**src/rtl/nv_minmax_pkg.sv**
```systemverilog
// Shared types and width helpers for the min/max frame reducer.
// Contents: FSM state enum, ceil-log2 helper clamped to a minimum of 1,
// and the derived global-index / lane-index width functions.
package nv_minmax_pkg;

  typedef enum logic [1:0] {
    ST_IDLE = 2'd0,
    ST_ACC  = 2'd1,
    ST_DONE = 2'd2
  } state_e;

  // ceil(log2(n)), never less than 1 so zero-width vectors cannot occur
  function automatic int unsigned clog2_min1(input int unsigned n);
    int unsigned r;
    r = 0;
    for (int unsigned i = 0; i < 32; i++) begin
      if ((64'(1) << i) < 64'(n)) r = i + 1;
    end
    return (r == 0) ? 1 : r;
  endfunction

  function automatic int unsigned idx_width(input int unsigned lanes,
                                            input int unsigned beats);
    return clog2_min1(lanes * beats);
  endfunction

  function automatic int unsigned lane_width(input int unsigned lanes);
    return clog2_min1(lanes);
  endfunction

endpackage

```
**src/rtl/nv_minmax_lane_tree.sv**
```systemverilog
// Combinational reduction of one beat's lanes to a single winner.
// Ports: data (NUM_INPUTS lanes of WIDTH bits, lane k at [k*WIDTH +: WIDTH]),
//        mode_max (1 = max, 0 = min), cmp_signed (only with NV_MINMAX_TC_EN),
//        win_value / win_lane (winning value and its lane index).
// Ties resolve to the lowest lane because replacement needs a strict compare.
// Build option: NV_MINMAX_TC_EN adds two's-complement comparison.
module nv_minmax_lane_tree
  import nv_minmax_pkg::*;
#(
  parameter int unsigned WIDTH      = 8,
  parameter int unsigned NUM_INPUTS = 4,
  parameter int unsigned LANE_W     = 2
) (
  input  logic [NUM_INPUTS*WIDTH-1:0] data,
  input  logic                        mode_max,
`ifdef NV_MINMAX_TC_EN
  input  logic                        cmp_signed,
`endif
  output logic [WIDTH-1:0]            win_value,
  output logic [LANE_W-1:0]           win_lane
);

`ifdef NV_MINMAX_TC_EN
  // Flipping the MSB maps two's-complement order onto unsigned order
  function automatic logic better(input logic [WIDTH-1:0] a,
                                  input logic [WIDTH-1:0] b,
                                  input logic mx, input logic sg);
    logic [WIDTH-1:0] ka, kb;
    ka = a;
    kb = b;
    ka[WIDTH-1] = a[WIDTH-1] ^ sg;
    kb[WIDTH-1] = b[WIDTH-1] ^ sg;
    return mx ? (ka > kb) : (ka < kb);
  endfunction
`else
  function automatic logic better(input logic [WIDTH-1:0] a,
                                  input logic [WIDTH-1:0] b,
                                  input logic mx);
    return mx ? (a > b) : (a < b);
  endfunction
`endif

  // Linear scan: a later lane replaces the winner only if strictly better
  always_comb begin
    win_value = data[WIDTH-1:0];
    win_lane  = '0;
    for (int unsigned k = 1; k < NUM_INPUTS; k++) begin
`ifdef NV_MINMAX_TC_EN
      if (better(data[k*WIDTH +: WIDTH], win_value, mode_max, cmp_signed)) begin
`else
      if (better(data[k*WIDTH +: WIDTH], win_value, mode_max)) begin
`endif
        win_value = data[k*WIDTH +: WIDTH];
        win_lane  = LANE_W'(k);
      end
    end
  end

endmodule

```
**src/rtl/nv_minmax_reduce.sv**
```systemverilog
// Frame-level min/max reducer with global winner index and overflow flag.
// Ports: nvdla_core_clk / nvdla_core_rstn (async active-low reset);
//        in_valid/in_ready/in_data/in_last beat stream, min_max and tc
//        sampled on the first beat; out_valid/out_ready result handshake
//        with out_value, out_index (beat*NUM_INPUTS + lane) and out_ovf.
// Build option: NV_MINMAX_TC_EN honours tc (signed compare); otherwise tc
// is ignored and only unsigned comparison exists.
module nv_minmax_reduce
  import nv_minmax_pkg::*;
#(
  parameter  int unsigned WIDTH      = 8,
  parameter  int unsigned NUM_INPUTS = 4,
  parameter  int unsigned MAX_BEATS  = 16,
  localparam int unsigned IDX_W      = idx_width(NUM_INPUTS, MAX_BEATS)
) (
  input  logic                        nvdla_core_clk,
  input  logic                        nvdla_core_rstn,
  input  logic                        in_valid,
  output logic                        in_ready,
  input  logic [NUM_INPUTS*WIDTH-1:0] in_data,
  input  logic                        in_last,
  input  logic                        min_max,
  input  logic                        tc,
  output logic                        out_valid,
  input  logic                        out_ready,
  output logic [WIDTH-1:0]            out_value,
  output logic [IDX_W-1:0]            out_index,
  output logic                        out_ovf
);

  localparam int unsigned LANE_W = lane_width(NUM_INPUTS);
  localparam int unsigned BEAT_W = clog2_min1(MAX_BEATS);
  localparam logic [BEAT_W-1:0] LAST_BEAT = BEAT_W'(MAX_BEATS - 1);

  state_e             state_q, state_d;
  logic               accept, first, take;
  logic               mode_max_q, cur_max;
  logic [BEAT_W-1:0]  cnt_q, cur_beat;
  logic               full_q, cur_full;
  logic [WIDTH-1:0]   win_value, acc_value_q;
  logic [LANE_W-1:0]  win_lane;
  logic [IDX_W-1:0]   acc_index_q, cur_index;
  logic               ovf_q;

  assign in_ready  = (state_q != ST_DONE);
  assign out_valid = (state_q == ST_DONE);
  assign out_value = acc_value_q;
  assign out_index = acc_index_q;
  assign out_ovf   = ovf_q;

  assign accept   = in_valid & in_ready;
  assign first    = (state_q == ST_IDLE);
  // First beat uses live mode pins; later beats use the latched copy
  assign cur_max  = first ? min_max : mode_max_q;
  assign cur_beat = first ? '0 : cnt_q;
  // full_q: the last counted beat slot has been used, so this beat overflows
  assign cur_full = first ? 1'b0 : full_q;
  assign cur_index = IDX_W'(cur_beat) * IDX_W'(NUM_INPUTS) + IDX_W'(win_lane);

`ifdef NV_MINMAX_TC_EN
  logic mode_tc_q, cur_tc;
  assign cur_tc = first ? tc : mode_tc_q;

  // Same MSB-flip trick as the lane tree for the accumulator compare
  function automatic logic better(input logic [WIDTH-1:0] a,
                                  input logic [WIDTH-1:0] b,
                                  input logic mx, input logic sg);
    logic [WIDTH-1:0] ka, kb;
    ka = a;
    kb = b;
    ka[WIDTH-1] = a[WIDTH-1] ^ sg;
    kb[WIDTH-1] = b[WIDTH-1] ^ sg;
    return mx ? (ka > kb) : (ka < kb);
  endfunction

  assign take = first | better(win_value, acc_value_q, cur_max, cur_tc);
`else
  logic unused_tc;
  assign unused_tc = tc;

  function automatic logic better(input logic [WIDTH-1:0] a,
                                  input logic [WIDTH-1:0] b,
                                  input logic mx);
    return mx ? (a > b) : (a < b);
  endfunction

  assign take = first | better(win_value, acc_value_q, cur_max);
`endif

  nv_minmax_lane_tree #(
    .WIDTH      (WIDTH),
    .NUM_INPUTS (NUM_INPUTS),
    .LANE_W     (LANE_W)
  ) u_lane_tree (
    .data       (in_data),
    .mode_max   (cur_max),
`ifdef NV_MINMAX_TC_EN
    .cmp_signed (cur_tc),
`endif
    .win_value  (win_value),
    .win_lane   (win_lane)
  );

  // State register
  always_ff @(posedge nvdla_core_clk or negedge nvdla_core_rstn) begin
    if (!nvdla_core_rstn) state_q <= ST_IDLE;
    else                  state_q <= state_d;
  end

  // Next-state logic
  always_comb begin
    state_d = state_q;
    unique case (state_q)
      ST_IDLE, ST_ACC: if (accept) state_d = in_last ? ST_DONE : ST_ACC;
      ST_DONE:         if (out_ready) state_d = ST_IDLE;
      default:         state_d = ST_IDLE;
    endcase
  end

  // Accumulator, beat counter and mode latches; frozen outside accepted beats
  always_ff @(posedge nvdla_core_clk or negedge nvdla_core_rstn) begin
    if (!nvdla_core_rstn) begin
      mode_max_q  <= 1'b0;
`ifdef NV_MINMAX_TC_EN
      mode_tc_q   <= 1'b0;
`endif
      cnt_q       <= '0;
      full_q      <= 1'b0;
      acc_value_q <= '0;
      acc_index_q <= '0;
      ovf_q       <= 1'b0;
    end else if (accept) begin
      if (first) begin
        mode_max_q <= min_max;
`ifdef NV_MINMAX_TC_EN
        mode_tc_q  <= tc;
`endif
      end
      if (take) begin
        acc_value_q <= win_value;
        acc_index_q <= cur_index;
      end
      ovf_q  <= cur_full;
      cnt_q  <= (cur_beat == LAST_BEAT) ? cur_beat : cur_beat + BEAT_W'(1);
      full_q <= cur_full | (cur_beat == LAST_BEAT);
    end
  end

endmodule

```
**config.mk**
```make
export PLATFORM = sky130hd
export DESIGN_NAME = nv_minmax_reduce
export DESIGN_NICKNAME = d
export VERILOG_FILES = /design/src/rtl/nv_minmax_pkg.sv /design/src/rtl/nv_minmax_lane_tree.sv /design/src/rtl/nv_minmax_reduce.sv
export SDC_FILE = /design/constraint.sdc
export NUM_CORES = 1
export LEC_CHECK = 0
export BUFFER_PORTS_ARGS = -buffer_cell sky130_fd_sc_hd__buf_2
export CAP_MARGIN = 10
export CORE_MARGIN = 5
export CORE_UTILIZATION = 45
export CTS_BUF_LIST = sky130_fd_sc_hd__clkbuf_8 sky130_fd_sc_hd__clkbuf_16
export DETAILED_ROUTE_END_ITERATION = 10
export PLACE_DENSITY = 0.68
export SYNTH_ARGS = -nofsm -noshare
export SYNTH_HDL_FRONTEND = slang
export SYNTH_SLANG_ARGS = --single-unit
```
**constraint.sdc**
```tcl
create_clock -name nvdla_core_clk -period 11.6 [get_ports nvdla_core_clk]
set_input_delay 0 -clock nvdla_core_clk [delete_from_list [all_inputs] [get_ports nvdla_core_clk]]
set_output_delay 0 -clock nvdla_core_clk [all_outputs]
set_load 0.02 [all_outputs]
```
# ---- After elaboration in Yosys (flattened, before gate mapping)
# Index checks and enable logic that the tools add are counted.
dict set report word_totals {
  register_bits 23
  elab_cells 48
  inputBits 39
  out_inout_bits 17
}
dict set report classes {
  n_reduce_logical 4
  n_lt_le_gt_ge 8
  n_addsub 2
  n_eq_ne 6
  n_bitwise 3
  n_mux 18
}
# cell count
set ops {}
lappend ops {{$gt 8x8->1} 4}
lappend ops {{$lt 8x8->1} 4}
lappend ops {{$mux 8} 3}
lappend ops {{$mux 2} 5}
lappend ops {{$mux 4} 2}
lappend ops {{$mux 1} 7}
lappend ops {{$add 6x2->6} 1}
lappend ops {{$add 4x1->4 const B} 1}
lappend ops {{$eq 4x4->1 const B} 1}
lappend ops {{$ne 2x2->1 const B} 2}
lappend ops {{$pmux 2 s2} 1}
lappend ops {{$reduce_and 2->1} 2}
lappend ops {{$eq 2x1->1 const B} 1}
lappend ops {{$eq 2x2->1 const B} 1}
lappend ops {{$logic_not 2->1} 1}
lappend ops {{$ne 2x1->1 const B} 1}
lappend ops {{$or 1x1->1} 2}
lappend ops {{$reduce_or 2->1} 1}
lappend ops {{$and 1x1->1} 1}

# ---- Logic depth before layout (Yosys ltp)
# Gate-level depths: netlist of run 1.
dict set report logic_depth {
  depth_word 14
  ltp_mapped 40
  depth_no_buf 36
}

# ---- Cells and area by module
# A second synthesis of run 1 with hierarchy kept.
dict set report hier_totals {
  cells_unflattened 273
  hier_area_um2 2392.3
}
# mod cells_each area_per_inst_um2 instances seq_area_each_um2
set by_module_without_submodules {}
lappend by_module_without_submodules {nv_minmax_reduce 107 1219.9 1 575.6}
lappend by_module_without_submodules {nv_minmax_lane_tree 166 1172.4 1 0.0}

# ---- Worst setup path before layout of run 1
# OpenSTA, ideal clock, no wires.
dict set report synth_path {
  kind {register to register}
  startpoint {register state_q[1]}
  endpoint {register acc_index_q[0], in the netlist out_index[0]}
  required_ps 11480
  period_less_slack_ps 8050
  path_buffers 3
  arrival_time_ps 7929
  setup_time_ps 120
  stages_incl_launch_ff 37
  slack_ps 3550
  path_cell_list {dfrtp_1 -> nor2_2 -> mux2i_4 -> nor2_1 -> o21a_1 -> clkbuf_1 -> o21ai_0 -> nand2_1 -> inv_1 -> ha_1 -> a21o_1 -> maj3_1 -> o31ai_1 -> or3_1 -> a211oi_2 -> buf_6 -> mux2i_4 -> mux2_4 -> ha_1 -> nor2b_1 -> o211ai_1 -> a21oi_1 -> a211o_1 -> clkbuf_1 -> inv_1 -> nor2_1 -> nand2_1 -> nand3_1 -> ha_1 -> nor2b_1 -> o211ai_1 -> a21oi_1 -> a2111oi_0 -> mux2_2 -> a21oi_1 -> mux2_2 -> a31o_2}
}
dict set report synth_between {
  elab_chain_cells 14
  elab_cells_between_ends 23
  cone_classes {1 x add/sub; 6 x order compare; 1 x eq/ne; 11 x mux; 2 x bitwise; 2 x reduce/logical}
}
# item line
set synth_rtl {}
lappend synth_rtl {{start: declaration} nv_minmax_reduce.sv:35} ;# state_e state_q, state_d;
lappend synth_rtl {{start signal: assignment} nv_minmax_reduce.sv:107} ;# else state_q <= state_d;
lappend synth_rtl {{$logic_not 2->1 (*)} nv_minmax_reduce.sv:52} ;# assign first = (state_q == ST_IDLE);
lappend synth_rtl {{$mux 1 (*)} n/a}
lappend synth_rtl {{$mux 1} nv_minmax_lane_tree.sv:39} ;# return mx ? (a > b) : (a < b);
lappend synth_rtl {{$mux 8} nv_minmax_lane_tree.sv:51} ;# if (better(data[k*WIDTH +: WIDTH], win_value, mode_max)) begin
lappend synth_rtl {{$lt 8x8->1 or $gt 8x8->1 (tied branches)} nv_minmax_lane_tree.sv:39}
lappend synth_rtl {{$mux 1} nv_minmax_lane_tree.sv:39}
lappend synth_rtl {{$mux 8} nv_minmax_lane_tree.sv:51}
lappend synth_rtl {{$lt 8x8->1 or $gt 8x8->1 (tied branches)} nv_minmax_lane_tree.sv:39}
lappend synth_rtl {{$mux 1} nv_minmax_lane_tree.sv:39}
lappend synth_rtl {{$mux 8 (*)} nv_minmax_lane_tree.sv:51}
lappend synth_rtl {{named net u_lane_tree.win_value[1]} nv_minmax_lane_tree.sv:19} ;# output logic [WIDTH-1:0] win_value,
lappend synth_rtl {{$lt 8x8->1 or $gt 8x8->1 (tied branches)} nv_minmax_reduce.sv:84} ;# return mx ? (a > b) : (a < b);
lappend synth_rtl {{$mux 1 (*)} nv_minmax_reduce.sv:84}
lappend synth_rtl {{$or 1x1->1 (*)} nv_minmax_reduce.sv:87} ;# assign take = first | better(win_value, acc_value_q, cur_max);
lappend synth_rtl {{$reduce_and 2->1 (no line) (*)} n/a}
lappend synth_rtl {{end signal: assignment} nv_minmax_reduce.sv:141} ;# acc_index_q <= cur_index;
lappend synth_rtl {{end: declaration} nv_minmax_reduce.sv:42} ;# logic [IDX_W-1:0] acc_index_q, cur_index;
# The timed path passes the listed nets; every way through them passes the cells marked *.
# A chain may end at the register's enable or synchronous reset.

# ---- Worst setup path in the final report of run 1
dict set report layout_path {
  startpoint {register state_q[0]}
  endpoint {register acc_index_q[0], in the netlist out_index[0]}
}
# Same word-level chain as after synthesis.

==> results.ini, run 1 <==
[floorplan]
start_util_pct = 46.7
fp.dieW_um = 86.1
core_um2 = 5570
rows = 27
io_pins = 56
die_y_um = 86.1
die_area_um2 = 7410

[yosys]
yosysUniqueCellTypes = 47
synth_top_cell_by_area = dfrtp_1
syn_nets = 397
syn_area_um2 = 2600
synth_seq_cells = 23
avgSynthCellArea_um2 = 7.99
ys.flop_type = dfrtp_1
ys_top_cells_by_count = ha_1 (32), inv_1 (32), nand2_1 (28)
synthTopCellsByArea = dfrtp_1 (22%), ha_1 (15%), mux2i_1 (6.1%)
synth_warnings = 0
synth_seq_area_share_pct = 22.1
yosysTopAreaCellShare_pct = 22.1
synth_cells = 326
async_flop_share_pct = 100
synth_edf_count = 0

[sta]
max_freq_ghz = 0.0980
rsz0062_at_grt = false
tightestPinTransition_ns = 0.965
setup_violations = 0
setup_slack_ns = 1.40
hold_viol = 0
drv_slew = 0
fin_skew_ns = 0.00425
min_period_ns = 10.20
holdWs_ns = 0.000468
fin_crit_sh_pct = 87.9
max_slew_margin_pct = 35.6
setup_tns_ns = 0

[worst_setup_path]
end_kind = register
critPathTopFamily = compound AO/OA/AOI/OAI gates
critical_path.slowest_cell = a211oi_2
cp_max_fo = 14
critical_path.max_stage_delay_ns = 0.81
arrival_ns = 10.36
startpoint_type = register
crit_top_cell = ha_1
crit_required_ns = 11.76
critPathBufInv = 2
crit_type = register to register

[cells_and_area]
multi_input_area_um2 = 1870
seq_area_um2 = 576
n_fill_cell = 544
diodes = 0
drive_gt1_share_pct = 19.3
areaGrowthSynthToFinish_pct = 15.1
nNetsFinal = 450

[place]
io_buffers = 54
detailed_place_hpwl_um = 5590
pre_cts_ws_ns = 1.49
place.gp.congestion = 0.872

[detailed_routing]
via_per_inst = 5.66
first_iter_violations = 94
firstDrtPassIters = 4
ant_nets = 0
drt-total-wl_um = 6700
drc = 0
wl_per_cell_um = 14.9
vias = 2545

[pwr]
p_comb_share_pct = 70.0
p_seq_share_pct = 21.7
intPower_mw = 0.299
power_switching_mw = 0.293
p_leak_nw = 1.45
ir_worst_vdd_mv = 0.0719
netSwitchingFraction_pct = 49.5
clockPowerShare_pct = 8.4
p_per_area_nw_per_um2 = 197

[global_route]
first_global_vias = 2399
grt_max_degree = 24
grt_usage_pct = 18.0
antenna_found_initial = 0
grt_pass1_wl_um = 11000
grt-ovfl-total = 0

[clocking]
cts_buffers = 3
cts_root_buf = clkbuf_8
clock_latency_ns = 0.26
cts.sinks = 23
cts_tree = done
cts_resized = 0
cts.path.max_buffers = 2
cts-htree-levels = 1
path_clk_slew_ns = 0.08

[run]
maxCapViolCount = 0

[min_path]
worstHoldPathType = primary input to register

[run_status]
outcome = completed

## cell families (layout without fill, tap and decap cells)
group / after synthesis / in the layout / synth area share (%)
fa+ha+maj: 34 / 34 / 16.1
mux: 24 / 24 / 10.6
compound gates: 89 / 89 / 22.3
flops: 23 / 23 / 22.1
buf+inv: 41 / 93 / 6.24
simple gates: 115 / 115 / 22.6
## registers in the layout, summed over array words and instances, names as in the netlist
name        flops
out_value       8
out_index       6
cnt_q           4
state_q         2
full_q          1
mode_max_q      1
out_ovf         1
## layout make-up
| type | instances | area share [%] |
|---|---|---|
| inverter | 32 | 4.00 |
| timing repair buffer | 57 | 9.93 |
| clock buffer | 3 | 1.38 |
| clock inverter | 1 | 0.125 |
| sequential | 23 | 19.2 |
| tap | 72 | 3.00 |
| multi-input combinational | 262 | 62.4 |
## layer usage
layer,routed length [um],track usage (%)
met1,2950,22.6
met2,3430,32.9
met3,254,1.06
met4,72,5.32
met5,0,0
## cell usage in the layout (no fill, tap or decap), types with 2 or more instances in the layout
cell           Yosys  final
o21a_1             2      2
a211oi_1           5      5
nor2_1            21     21
nand3b_1           2      2
mux2i_4            2      2
o2111ai_1          7      7
a31oi_1            3      3
mux2_2             5      5
a21oi_1           25     24
nand4_1            9      9
nand2_1           28     28
o22ai_1            2      2
o21bai_1           3      3
and2_1             8      8
nor3_1             2      2
buf_2              1     54
mux2i_1           16     16
ha_1              32     32
dlygate4sd3_1      0      2
nand2b_1           2      2
o31ai_1            2      2
inv_1             32     33
or2_2              2      2
o21ai_0           19     19
and3_1             3      3
nand3_1           14     14
o211ai_1           3      3
dfrtp_1           23     23
clkbuf_8           0      3
maj3_1             2      2
a21o_1             3      3
or3_1             15     15
nor2b_1            5      5
a41oi_1            7      7
## repair_timing
action,CTS,global route
endpoints found under the hold margin,24,0
hold buffers,2,0
setup buffers,0,0
## power groups by stage
stage | Sequential, mW | Clock, mW | Combinational (mW)
3_3_place_gp | 0.130 | 0 | 0.401
6_report | 0.128 | 0.0495 | 0.414
2_1_floorplan | 0.150 | 0 | 0.288
4_1_cts | 0.129 | 0.0506 | 0.415
5_1_grt | 0.132 | 0.0539 | 0.468
3_5_place_dp | 0.130 | 0 | 0.412
## metrics by stage
step	area (um2)	power, mW	instances	util [%]
after global placement	2930	0.531	444	52.6
after global routing	3000	0.654	450	53.8
final	3000	0.592	450	53.8
after floorplan	2610	0.438	326	-
after CTS	3000	0.594	450	53.8
after detailed placement	2930	0.542	444	52.6
## worst reg2reg max path: cells and delay by family (launching register included)
family	cells	cell delay (ns)
and+or+nand+nor	10	2.34
DFF	1	0.53
buffers and inverters	2	0.24
AOI/OAI and AO/OA	14	4.32
muxes	5	1.78
adders and majority gates	3	0.87
## final timing paths
path | cells after the start | slack (ns) | startpoint | to
worst max-delay path | 34 | 1.40 | state_q[0] | out_index[0]
worst min-delay path | 3 | 0.0005 | in_last | state_q[1]
worst max register to register | 34 | 1.40 | state_q[0] | out_index[0]
worst min register to register | 1 | 0.50 | out_ovf | out_ovf
max in group asynchronous | 2 | 11.01 | nvdla_core_rstn | out_value[3]
min in group asynchronous | 2 | 0.24 | nvdla_core_rstn | cnt_q[1]
No activity file was read; power rests on OpenSTA's default activity.
==> inputs of run 2 (changes only) <==
--- a/config.mk
+++ b/config.mk
@@ -11,7 +11,7 @@
 export CORE_UTILIZATION = 45
 export CTS_BUF_LIST = sky130_fd_sc_hd__clkbuf_8 sky130_fd_sc_hd__clkbuf_16
 export DETAILED_ROUTE_END_ITERATION = 10
-export PLACE_DENSITY = 0.68
+export PLACE_DENSITY = 0.71
 export SYNTH_ARGS = -nofsm -noshare
 export SYNTH_HDL_FRONTEND = slang
 export SYNTH_SLANG_ARGS = --single-unit
==> run 2 against run 1 <==
Net effect: via count down 2.2%; utilization rose by 0.20 points; die area is the same; combinational power down 1%; worst hold slack gained 0.036 ns; flip-flop and latch count did not move; final cell count rose by 0.22%; worst setup slack gained 0.042 ns; global-route usage grew 0.21 points; critical path depth fell by 1; clock power rose by 2%; largest cell class unchanged; largest power group unchanged.
==> results.ini, run 2 (same netlist as run 1, synthesis figures left out) <==
[floorplan]
io_pins = 56  ; unchanged
start_util_pct = 46.7  ; unchanged
die_area_um2 = 7410  ; unchanged
core_um2 = 5570  ; unchanged
fp.dieW_um = 86.1  ; unchanged
die_y_um = 86.1  ; unchanged
rows = 27  ; unchanged

[pwr]
clockPowerShare_pct = 8.6  ; +0.2 points
netSwitchingFraction_pct = 49.3  ; -0.18 points
p_leak_nw = 1.45  ; +0.19%
ir_worst_vdd_mv = 0.0714  ; -0.65%
finalPower_mw = 0.588  ; -0.54%
p_comb_share_pct = 69.4  ; -0.6 points
p_per_area_nw_per_um2 = 195  ; -0.91%
p_seq_share_pct = 21.9  ; +0.2 points
intPower_mw = 0.299  ; -0.18%
power_switching_mw = 0.290  ; -0.90%

[worst_setup_path]
worstRegToRegCells = 33  ; -2.9%
critPathBufInv = 2  ; unchanged
end_kind = register
cp_max_fo = 14  ; unchanged
critical_path.slowest_cell = a211oi_2
r2r_end = out_index[0]
crit_type = register to register
critical_path.max_stage_delay_ns = 0.80  ; about the same
crit_required_ns = 11.77  ; about the same
arrival_ns = 10.32  ; -0.04 ns
critPathTopFamily = compound AO/OA/AOI/OAI gates
startpoint_type = register
timing.rr.start = state_q[0]
reg2reg_slack_ns = 1.44  ; +0.04 ns

[detailed_routing]
drt-total-wl_um = 6580  ; -1.8%
via_per_inst = 5.52  ; -2.5%
wl_per_cell_um = 14.6  ; -2.0%
firstDrtPassIters = 5  ; +1
drc = 0  ; unchanged
ant_nets = 0  ; unchanged
vias = 2488  ; -2.2%
first_iter_violations = 96  ; +2.1%

[place]
place.gp.congestion = 0.923  ; +5.8%
io_buffers = 54  ; unchanged
detailed_place_hpwl_um = 5550  ; -0.62%

[global_route]
antenna_found_initial = 0  ; unchanged
grt_pass1_wl_um = 11000  ; +0.25%
grt_max_degree = 24  ; unchanged
grt_usage_pct = 18.2  ; +0.21 points
first_global_vias = 2350  ; -2.0%
grt-ovfl-total = 0  ; unchanged

[sta]
tightestPinTransition_ns = 0.955  ; -0.00918 ns
fin_crit_sh_pct = 87.6  ; -0.37 points
holdWs_ns = 0.0365  ; +0.0360 ns
drv_slew = 0  ; unchanged
fin_skew_ns = 0.00189  ; -0.00236 ns
max_freq_ghz = 0.0984  ; +0.42%
setup_violations = 0  ; unchanged
setup_tns_ns = 0  ; unchanged
min_period_ns = 10.16  ; -0.0425 ns
hold_viol = 0  ; unchanged
rsz0062_at_grt = false
max_slew_margin_pct = 36.2  ; +0.61 points

[cells_and_area]
areaGrowthSynthToFinish_pct = 15.6
fin_util_pct = 54.0  ; +0.20 points
largest_reg_flops = 8  ; unchanged
mostFrequentLayoutCells = buf_2 (54), inv_1 (32), ha_1 (32)
n_fill_cell = 531  ; -2.4%
drive_gt1_share_pct = 19.5  ; +0.21 points
multi_input_area_um2 = 1870  ; unchanged
seq_area_um2 = 576  ; unchanged
diodes = 0  ; unchanged
nNetsFinal = 451  ; +0.22%
final_common_cell = buf_2

[clocking]
cts.path.max_buffers = 2  ; unchanged
cts_root_buf = clkbuf_8
cts.sinks = 23  ; unchanged
cts-htree-levels = 1  ; unchanged
cts_buffers = 3  ; unchanged
cts_tree = done
clock_latency_ns = 0.27  ; about the same
path_clk_slew_ns = 0.08  ; about the same

[min_path]
worstHoldPathType = primary input to register
hp-start = in_data[29]
min_to = out_value[5]
holdPathStages = 3  ; unchanged

[run]
maxCapViolCount = 0  ; unchanged

[run_status]
outcome = completed

## run 2: how the worst max path moves through the flow
stage               slack, ns      endpoint       start  cells past startpoint
floorplan                3.55  out_index[0]  state_q[1]                     36
global placement         1.58  out_index[0]  state_q[0]                     34
detailed placement       1.54  out_index[0]  state_q[0]                     33
CTS                      1.50  out_index[0]  state_q[0]                     33
global route             0.52  out_value[6]  state_q[0]                     34
finish                   1.44  out_index[0]  state_q[0]                     33
## run 2: area by class of cell
type	instances	share of cell area (%)
flip-flops and latches	23	19.1
clock buffers	3	1.37
multi-input cells	262	62.1
clock inverters	1	0.166
well taps	72	2.99
repair buffers	58	10.2
inverters	32	3.99
## run 2: metrics by stage
| stage | instance area, um2 | instances | setup WS (ns) |
|---|---|---|---|
| global route | 3010 | 451 | 0.523 |
| floorplan | 2610 | 326 | 3.55 |
| finish | 3010 | 451 | 1.44 |
| global placement | 2930 | 444 | 1.58 |
| CTS | 3010 | 451 | 1.50 |
| detailed placement | 2930 | 444 | 1.54 |
## run 2: power by group through the flow
stage / clock network (mW) / registers [mW] / logic [mW]
after floorplan: 0 / 0.150 / 0.288
after global placement: 0 / 0.130 / 0.401
after detailed placement: 0 / 0.131 / 0.409
after CTS: 0.0527 / 0.129 / 0.412
after global routing: 0.0571 / 0.133 / 0.466
final: 0.0507 / 0.129 / 0.409
## run 2: repair_timing
action	CTS	global route
endpoints found under the hold margin	25	0
hold buffers	3	0
resized for setup	0	0
setup buffers	0	0
## run 2: metal layers
metal | global-route usage (%) | wire length [um] | vias to the layer above
met5 | 0 | 0 | -
met4 | 5.04 | 105 | 0
li1 | - | - | 1303
met1 | 23.5 | 2930 | 1119
met2 | 32.4 | 3260 | 57
met3 | 1.34 | 285 | 9
## run 2: worst reg2reg max path, delay by kind of cell (launching register included)
family	cells	cell delay, ns
AOI/OAI and AO/OA	14	4.12
adders and majority gates	3	0.84
buffers and inverters	2	0.25
DFF	1	0.52
muxes	5	1.78
and+or+nand+nor	9	2.54
==> inputs of run 3 (changes only) <==
--- a/config.mk
+++ b/config.mk
@@ -12,6 +12,7 @@
 export CTS_BUF_LIST = sky130_fd_sc_hd__clkbuf_8 sky130_fd_sc_hd__clkbuf_16
 export DETAILED_ROUTE_END_ITERATION = 10
 export PLACE_DENSITY = 0.71
+export REMOVE_ABC_BUFFERS = 1
 export SYNTH_ARGS = -nofsm -noshare
 export SYNTH_HDL_FRONTEND = slang
 export SYNTH_SLANG_ARGS = --single-unit
==> run 3 against run 2 <==
Net effect: utilization increased by 0.18 points; via count increased by 7.0%; fmax decreased by 2.5%; sequential power about the same; largest cell class unchanged; routed wire length increased by 5.9%; final area increased by 0.33%; die area unchanged; largest power group unchanged; sequential share of layout area decreased by 0.063 points; clock skew increased by 0.0050 ns; critical path type unchanged.
==> results.ini, run 3 (same netlist as run 1, synthesis figures left out) <==
[cells_and_area]
n_fill_cell = 539  ; +1.5%
largest_reg_flops = 8  ; unchanged
mostFrequentLayoutCells = buf_2 (54), inv_1 (32), ha_1 (32)
nNetsFinal = 452  ; +0.22%
final_cells = 452  ; +0.22%
seq_area_um2 = 576  ; unchanged
areaGrowthSynthToFinish_pct = 15.9
fin_util_pct = 54.2  ; +0.18 points
finalInstanceArea_um2 = 3020  ; +0.33%
drive_gt1_share_pct = 19.5  ; -0.051 points
multi_input_area_um2 = 1870  ; unchanged
diodes = 0  ; unchanged
final_common_cell = buf_2

[floorplan]
fp.dieW_um = 86.1  ; unchanged
io_pins = 56  ; unchanged
start_util_pct = 46.7  ; unchanged
die_area_um2 = 7410  ; unchanged
rows = 27  ; unchanged
die_y_um = 86.1  ; unchanged
core_um2 = 5570  ; unchanged

[detailed_routing]
wl_per_cell_um = 15.4  ; +5.6%
drc = 0  ; unchanged
vias = 2663  ; +7.0%
firstDrtPassIters = 5  ; unchanged
via_per_inst = 5.89  ; +6.8%
drt-total-wl_um = 6970  ; +5.9%
ant_nets = 0  ; unchanged
first_iter_violations = 154  ; +60%

[sta]
setup_tns_ns = 0  ; unchanged
setup_slack_ns = 1.18  ; -0.261 ns
rsz0062_at_grt = false
holdWs_ns = 0.0217  ; -0.0148 ns
max_freq_ghz = 0.0960  ; -2.5%
fin_crit_sh_pct = 89.8  ; +2.2 points
max_slew_margin_pct = 36.8  ; +0.58 points
fin_skew_ns = 0.00693  ; +0.00505 ns
setup_violations = 0  ; unchanged
hold_viol = 0  ; unchanged
min_period_ns = 10.42  ; +0.261 ns
drv_slew = 0  ; unchanged
tightestPinTransition_ns = 0.947  ; -0.00874 ns

[worst_setup_path]
cp_max_fo = 18  ; +4
crit_required_ns = 11.78  ; about the same
worstRegToRegCells = 34  ; +3.0%
critPathTopFamily = compound AO/OA/AOI/OAI gates
critical_path.max_stage_delay_ns = 0.80  ; about the same
timing.rr.start = state_q[0]
critical_path.slowest_cell = a211oi_2
crit_top_cell = ha_1
critPathBufInv = 3  ; +1
arrival_ns = 10.60  ; +0.28 ns
r2r_end = out_index[0]
startpoint_type = register
reg2reg_slack_ns = 1.18  ; -0.26 ns
end_kind = register
crit_type = register to register

[clocking]
cts_resized = 0  ; unchanged
cts.sinks = 23  ; unchanged
path_clk_slew_ns = 0.09  ; about the same
cts.path.max_buffers = 2  ; unchanged
cts-htree-levels = 1  ; unchanged
cts_hold_buffers = 4  ; +1
clock_latency_ns = 0.28  ; about the same
cts_buffers = 3  ; unchanged
cts_root_buf = clkbuf_8
post_cts_buffers = 0  ; unchanged
cts_tree = done

[global_route]
grt_pass1_wl_um = 11700  ; +6.4%
grt_max_degree = 24  ; unchanged
grt_usage_pct = 19.3  ; +1.1 points
first_global_vias = 2504  ; +6.6%
antenna_found_initial = 0  ; unchanged
grt-ovfl-total = 0  ; unchanged

[place]
placed_area_um2 = 2930  ; unchanged
detailed_place_hpwl_um = 5690  ; +2.4%
io_buffers = 54  ; unchanged
place.gp.congestion = 0.857  ; -7.1%
place_inst = 444  ; unchanged
pre_cts_ws_ns = 1.33  ; -0.209 ns

[pwr]
netSwitchingFraction_pct = 49.8  ; +0.56 points
p_per_area_nw_per_um2 = 198  ; +1.1%
finalPower_mw = 0.597  ; +1.4%
p_comb_share_pct = 69.4  ; about the same
power_switching_mw = 0.297  ; +2.6%
ir_worst_vdd_mv = 0.0925  ; +29%
p_leak_nw = 1.46  ; +0.38%
clockPowerShare_pct = 9.0  ; +0.4 points
intPower_mw = 0.299  ; +0.28%
p_seq_share_pct = 21.6  ; -0.3 points

[min_path]
hp-start = in_data[29]
min_to = out_value[5]
holdPathStages = 3  ; unchanged
worstHoldPathType = primary input to register

[run]
maxCapViolCount = 0  ; unchanged

[run_status]
outcome = completed

run 3: how the worst max path moves through the flow:
stage                         endpoint       start  cells after the start  slack [ns]
after detailed placement  out_index[0]  state_q[0]                     34        1.33
after floorplan           out_index[0]  state_q[0]                     32        2.74
after CTS                 out_index[0]  state_q[0]                     34        1.31
after global routing      out_index[0]  state_q[0]                     34        0.29
after global placement    out_index[0]  state_q[0]                     35        1.48
final                     out_index[0]  state_q[0]                     34        1.18
run 3: power by group through the flow:
stage	logic [mW]	registers, mW	clock network, mW
after floorplan	0.280	0.151	0
after global placement	0.400	0.129	0
after detailed placement	0.410	0.130	0
after CTS	0.414	0.129	0.0548
after global routing	0.467	0.134	0.0568
final	0.414	0.129	0.0539
run 3: final cells by class:
type	count	share of cell area (%)
clock buffers	3	1.37
inverters	32	3.98
flip-flops and latches	23	19.1
well taps	72	2.98
clock inverters	1	0.166
multi-input cells	262	61.9
repair buffers	59	10.5
run 3: tightest hold or removal path: cells and delay by family:
kind / cells / cell delay [ns]
buffers and inverters: 1 / 0.11
and+or+nand+nor: 1 / 0.07
AOI/OAI and AO/OA: 1 / 0.09
run 3: per-layer routing:
| metal | part of all wire [%] | global-route usage (%) | routed length [um] | vias to the layer above |
|---|---|---|---|---|
| met5 | 0 | 0 | 0 | - |
| met2 | 47 | 31.3 | 3300 | 75 |
| li1 | - | - | - | 1320 |
| met4 | 1.1 | 4.89 | 78 | 0 |
| met1 | 46 | 27.2 | 3210 | 1261 |
| met3 | 5.4 | 2.40 | 378 | 7 |
